**config.mk**
```make
export PLATFORM = sky130hd
export DESIGN_NAME = cdb_arbiter
export DESIGN_NICKNAME = d
export VERILOG_FILES = /design/src/rtl/cdb_arbiter.sv
export SDC_FILE = /design/constraint.sdc
export NUM_CORES = 1
export LEC_CHECK = 0
export CAP_MARGIN = 10
export CORE_AREA = 5 5 87 97
export CTS_CLUSTER_SIZE = 12
export DETAILED_ROUTE_END_ITERATION = 8
export DIE_AREA = 0 0 92 102
export GPL_ROUTABILITY_DRIVEN = 1
export PLACE_DENSITY = 0.75
export SLEW_MARGIN = 30
export SYNTH_ARGS = -nofsm -noshare
export SYNTH_HDL_FRONTEND = slang
export SYNTH_SLANG_ARGS = --single-unit
```
**constraint.sdc**
```tcl
create_clock -name clk -period 1.4 [get_ports clk]
set_input_delay 0.21 -clock clk [delete_from_list [all_inputs] [get_ports clk]]
set_output_delay 0.21 -clock clk [all_outputs]
set_load 0.03 [all_outputs]
```
**src/rtl/cdb_arbiter.sv**
```systemverilog
// Common-data-bus arbiter: picks one producer channel per cycle and registers its data/tag for broadcast.
// Policy macro CDB_RR_EN: defined -> round-robin, undefined -> fixed priority (highest index wins).
module cdb_arbiter #(
   parameter int unsigned NUM_SRC = 4,
   parameter int unsigned DATA_W  = 32,
   parameter int unsigned TAG_W   = 4
) (
   input  logic                      clk,
   input  logic                      rst,
   input  logic [NUM_SRC-1:0]        req,
   input  logic [NUM_SRC*DATA_W-1:0] src_data,
   input  logic [NUM_SRC*TAG_W-1:0]  src_tag,
   input  logic                      flush,
   output logic [NUM_SRC-1:0]        gnt,
   output logic                      cdb_valid,
   output logic [DATA_W-1:0]         cdb_data,
   output logic [TAG_W-1:0]          cdb_tag
);

   localparam int unsigned IDX_W = $clog2(NUM_SRC);

   logic               grant_en;
   logic [IDX_W-1:0]   sel_idx;
   logic [DATA_W-1:0]  data_mux;
   logic [TAG_W-1:0]   tag_mux;

   logic               cdb_valid_q, cdb_valid_d;
   logic [DATA_W-1:0]  cdb_data_q,  cdb_data_d;
   logic [TAG_W-1:0]   cdb_tag_q,   cdb_tag_d;

   // Reset and flush both veto the grant; reset wins by also clearing state below.
   assign grant_en = (|req) & ~flush & ~rst;

`ifdef CDB_RR_EN
   logic [IDX_W-1:0] ptr_q, ptr_d;
   logic [IDX_W:0]   cand;
   logic             found;

   // Search upward from the pointer, wrapping modulo NUM_SRC.
   always_comb begin
      sel_idx = '0;
      found   = 1'b0;
      cand    = '0;
      for (int unsigned k = 0; k < NUM_SRC; k++) begin
         cand = {1'b0, ptr_q} + (IDX_W+1)'(k);
         if (cand >= (IDX_W+1)'(NUM_SRC)) begin
            cand = cand - (IDX_W+1)'(NUM_SRC);
         end
         if (!found && req[cand[IDX_W-1:0]]) begin
            found   = 1'b1;
            sel_idx = cand[IDX_W-1:0];
         end
      end
   end

   always_comb begin
      ptr_d = ptr_q;
      if (grant_en) begin
         ptr_d = (sel_idx == IDX_W'(NUM_SRC-1)) ? '0 : sel_idx + IDX_W'(1);
      end
   end

   always_ff @(posedge clk) begin
      if (rst) begin
         ptr_q <= '0;
      end else begin
         ptr_q <= ptr_d;
      end
   end
`else
   // Later (higher) indices overwrite earlier ones, so the highest requester wins.
   always_comb begin
      sel_idx = '0;
      for (int unsigned k = 0; k < NUM_SRC; k++) begin
         if (req[k]) begin
            sel_idx = IDX_W'(k);
         end
      end
   end
`endif

   always_comb begin
      gnt = '0;
      if (grant_en) begin
         gnt[sel_idx] = 1'b1;
      end
   end

   always_comb begin
      data_mux = '0;
      tag_mux  = '0;
      for (int unsigned k = 0; k < NUM_SRC; k++) begin
         if (IDX_W'(k) == sel_idx) begin
            data_mux = src_data[k*DATA_W +: DATA_W];
            tag_mux  = src_tag[k*TAG_W +: TAG_W];
         end
      end
   end

   // A broadcast lives for exactly one cycle; idle cycles load zeros.
   always_comb begin
      cdb_valid_d = grant_en;
      cdb_data_d  = grant_en ? data_mux : '0;
      cdb_tag_d   = grant_en ? tag_mux  : '0;
   end

   always_ff @(posedge clk) begin
      if (rst) begin
         cdb_valid_q <= 1'b0;
         cdb_data_q  <= '0;
         cdb_tag_q   <= '0;
      end else begin
         cdb_valid_q <= cdb_valid_d;
         cdb_data_q  <= cdb_data_d;
         cdb_tag_q   <= cdb_tag_d;
      end
   end

   assign cdb_valid = cdb_valid_q;
   assign cdb_data  = cdb_data_q;
   assign cdb_tag   = cdb_tag_q;

endmodule
```
==> results_dict.tcl <==
set metrics [dict create \
    fmax_mhz 754 \
    critPathKind "primary input to output port" \
    relSlewSlack_pct 77.0 \
    synth_compound_area_share_pct 26.0 \
    crit_path_start "rst" \
    power.leakage_nw 1.83 \
    end_kind "output port" \
    first_iter_violations 32 \
    syn_area_per_cell_um2 9.34 \
    cellPowerDensity_nw_per_um2 684 \
    muxShareOfSynthArea_pct 19.4 \
    synth_top_cell_area_share_pct 39.8 \
    ys_ff_latch 37 \
    grt_pass1_vias 2547 \
    holdWs_ns 0.362 \
    clk_pin_slew_worst_paths_ns 0.07 \
    fp.dieArea_um2 9380 \
    drive_gt1_share_pct 11.9 \
    combPwrFrac_pct 33.3 \
    drtAntennaViolNets 0 \
    fin_crit_sh_pct 94.7 \
    p_sw_w 0.000729 \
    synth-simple-area-share_pct 9.49 \
    grt_usage_pct 16.7 \
    syn_to_final_growth_pct 119 \
    drt_wl_total_um 8040 \
    drc 0 \
    syn_area_um2 1860 \
    status "finished, final reports clean" \
    finalNonFillerCells 492 \
    clkPwrFrac_pct 26.8 \
    period_needed_ns 1.33 \
    synthesis.nets 350 \
    worstHoldStart "req[2]" \
    rsz0062_at_grt "no" \
    cts_root_buf "clkbuf_8" \
    post_drt_wl_per_cell_um 16.3 \
    yosysTopAreaCell "dfxtp_1" \
    synth_top_family_by_area "compound AO/OA/AOI/OAI gates" \
    synth_ff_type "dfxtp_1" \
    vias_per_cell 4.78 \
    synth.area.top_cells "dfxtp_1, mux2i_1, a22o_1, o21ai_0, a22oi_1" \
    async_reset_ff_share_pct 0 \
    tritoncts "yes" \
    finalHoldViolCount 0 \
    worstSetupStartpointType "primary input" \
    dp.cells 482 \
    antenna_found_initial 0 \
    grt_pass1_wl_um 12200 \
    grt_overflow_total 0 \
    numCtsBuffers 5 \
    die_x_um 92 \
    synth-seq-area-share_pct 39.8 \
    cap_violations 0 \
    path_max_fanout 4 \
    dr.pass1.iters 4 \
    tightestPinTransition_ns 0.347 \
    ios 192 \
    cts.sinks 37 \
    crit_required_ns 1.19 \
    coreArea_um2 7350 \
    num_rows 33 \
    p_sw_share_pct 26.1 \
    fin_nets 556 \
    arrival_ns 1.12 \
    grt_max_degree 29 \
    hold_class "primary input to register" \
    io_buffers 191 \
    peakVddDrop_mv 0.318 \
    n_antenna_cell 0 \
    vias 2350 \
    htree_levels 2 \
    ys_warn_count 0 \
    synth.distinct_cells 21 \
    gp_congestion 0.740 \
    postCtsHoldBufs 0 \
    initial_core_util_pct 25.3 \
    pwr-share-seq_pct 40.0 \
    synth_xor_area_share_pct 0 \
    synth_fa_ha_area_share_pct 0 \
    drv_slew 0 \
    synth_edf_count 0 \
    clockBufferDepth 2 \
    syn_inst 199 \
    die_h_um 102 \
    p_int_w 0.00206 \
    finalSetupViolations 0 \
    dp_hpwl_um 6680 \
]
flip-flops by register name (all words and copies together) (netlist names):
register   flops
cdb_data      32
cdb_tag        4
cdb_valid      1
layout by cell type, fill, tap and decap left out:
cell,instances
nor2_4,1
nor4b_4,1
nor3_1,1
mux2i_1,36
a22o_1,23
a21oi_1,1
clkdlybuf4s15_1,1
buf_12,4
clkbuf_8,6
or2_4,2
dfxtp_1,37
o21ai_1,10
nor2_1,2
nor3b_4,1
nor4b_2,1
nor3_4,1
clkbuf_1,1
buf_6,1
or3_4,1
a22oi_1,13
buf_2,2
buf_4,25
clkbuf_2,2
nand2_1,24
o21ai_0,26
clkdlybuf4s50_1,144
dlygate4sd2_1,38
cells by family after synthesis:
family	Yosys count
AO/OA/AOI/OAI	73
buffers and inverters	18
flip-flops	37
multiplexers	36
AND/OR/NAND/NOR	35
timing repair:
action / in CTS / in global routing
pin swaps: 3 / 3
resized for setup: 52 / 2
setup endpoints to repair: 77 / 1
buffers inserted: 3 / 0
endpoints found under the hold margin: 0 / 0
gates cloned: 0 / 0
path summary, 6_finish.rpt:
check,endpoint,depth (start not counted)
max,gnt[0],4
min,cdb_valid,4
through the flow:
stage | setup WS (ns) | instance area, um2 | TNS (ns) | util (%) | power [W]
5_1_grt | 0.0104 | 4080 | 0 | 55.5 | 0.00294
4_1_cts | 0.00710 | 4090 | 0 | 55.7 | 0.00284
2_1_floorplan | -0.0746 | 1890 | -0.0746 | - | 0.00148
6_report | 0.0746 | 4080 | 0 | 55.5 | 0.00279
3_3_place_gp | -0.353 | 4030 | -12.45 | 54.8 | 0.00210
3_5_place_dp | -0.395 | 4030 | -13.48 | 54.8 | 0.00211
Yosys cell counts (2+ instances only):
cell,instances
buf_6,2
dfxtp_1,37
nand2_1,24
o21ai_0,26
buf_2,9
o21ai_1,10
nor2_1,3
clkbuf_1,6
a22oi_1,13
a22o_1,23
mux2i_1,36
critical path, stage by stage:
cell             delay [ns]
clkdlybuf4s15_1        0.18
or2_4                  0.26
nor4b_4                0.29
buf_12                 0.16
routing by layer:
| metal | up-vias | GRT usage [%] | share of wire, % |
|---|---|---|---|
| li1 | 1146 | - | - |
| met1 | 1050 | 16.8 | 36 |
| met2 | 138 | 29.9 | 49 |
| met3 | 16 | 7.95 | 13 |
| met4 | 0 | 6.74 | 2.3 |
| met5 | - | 0 | 0 |
power by group through the flow:
stage / sequential (W) / clock [W] / combinational, W
6_report: 0.00112 / 0.000748 / 0.000929
2_1_floorplan: 0.00125 / 0 / 0.000232
3_3_place_gp: 0.00114 / 0 / 0.000957
5_1_grt: 0.00112 / 0.000821 / 0.000995
3_5_place_dp: 0.00114 / 0 / 0.000969
4_1_cts: 0.00112 / 0.000783 / 0.000940
layout make-up:
class	count	area, um2
clock buffer	7	86.3
fill	699	3270
multi-input combinational	144	1060
sequential	37	741
timing repair buffer	217	2080
tap	87	109
Power figures use the tool's default switching activity.
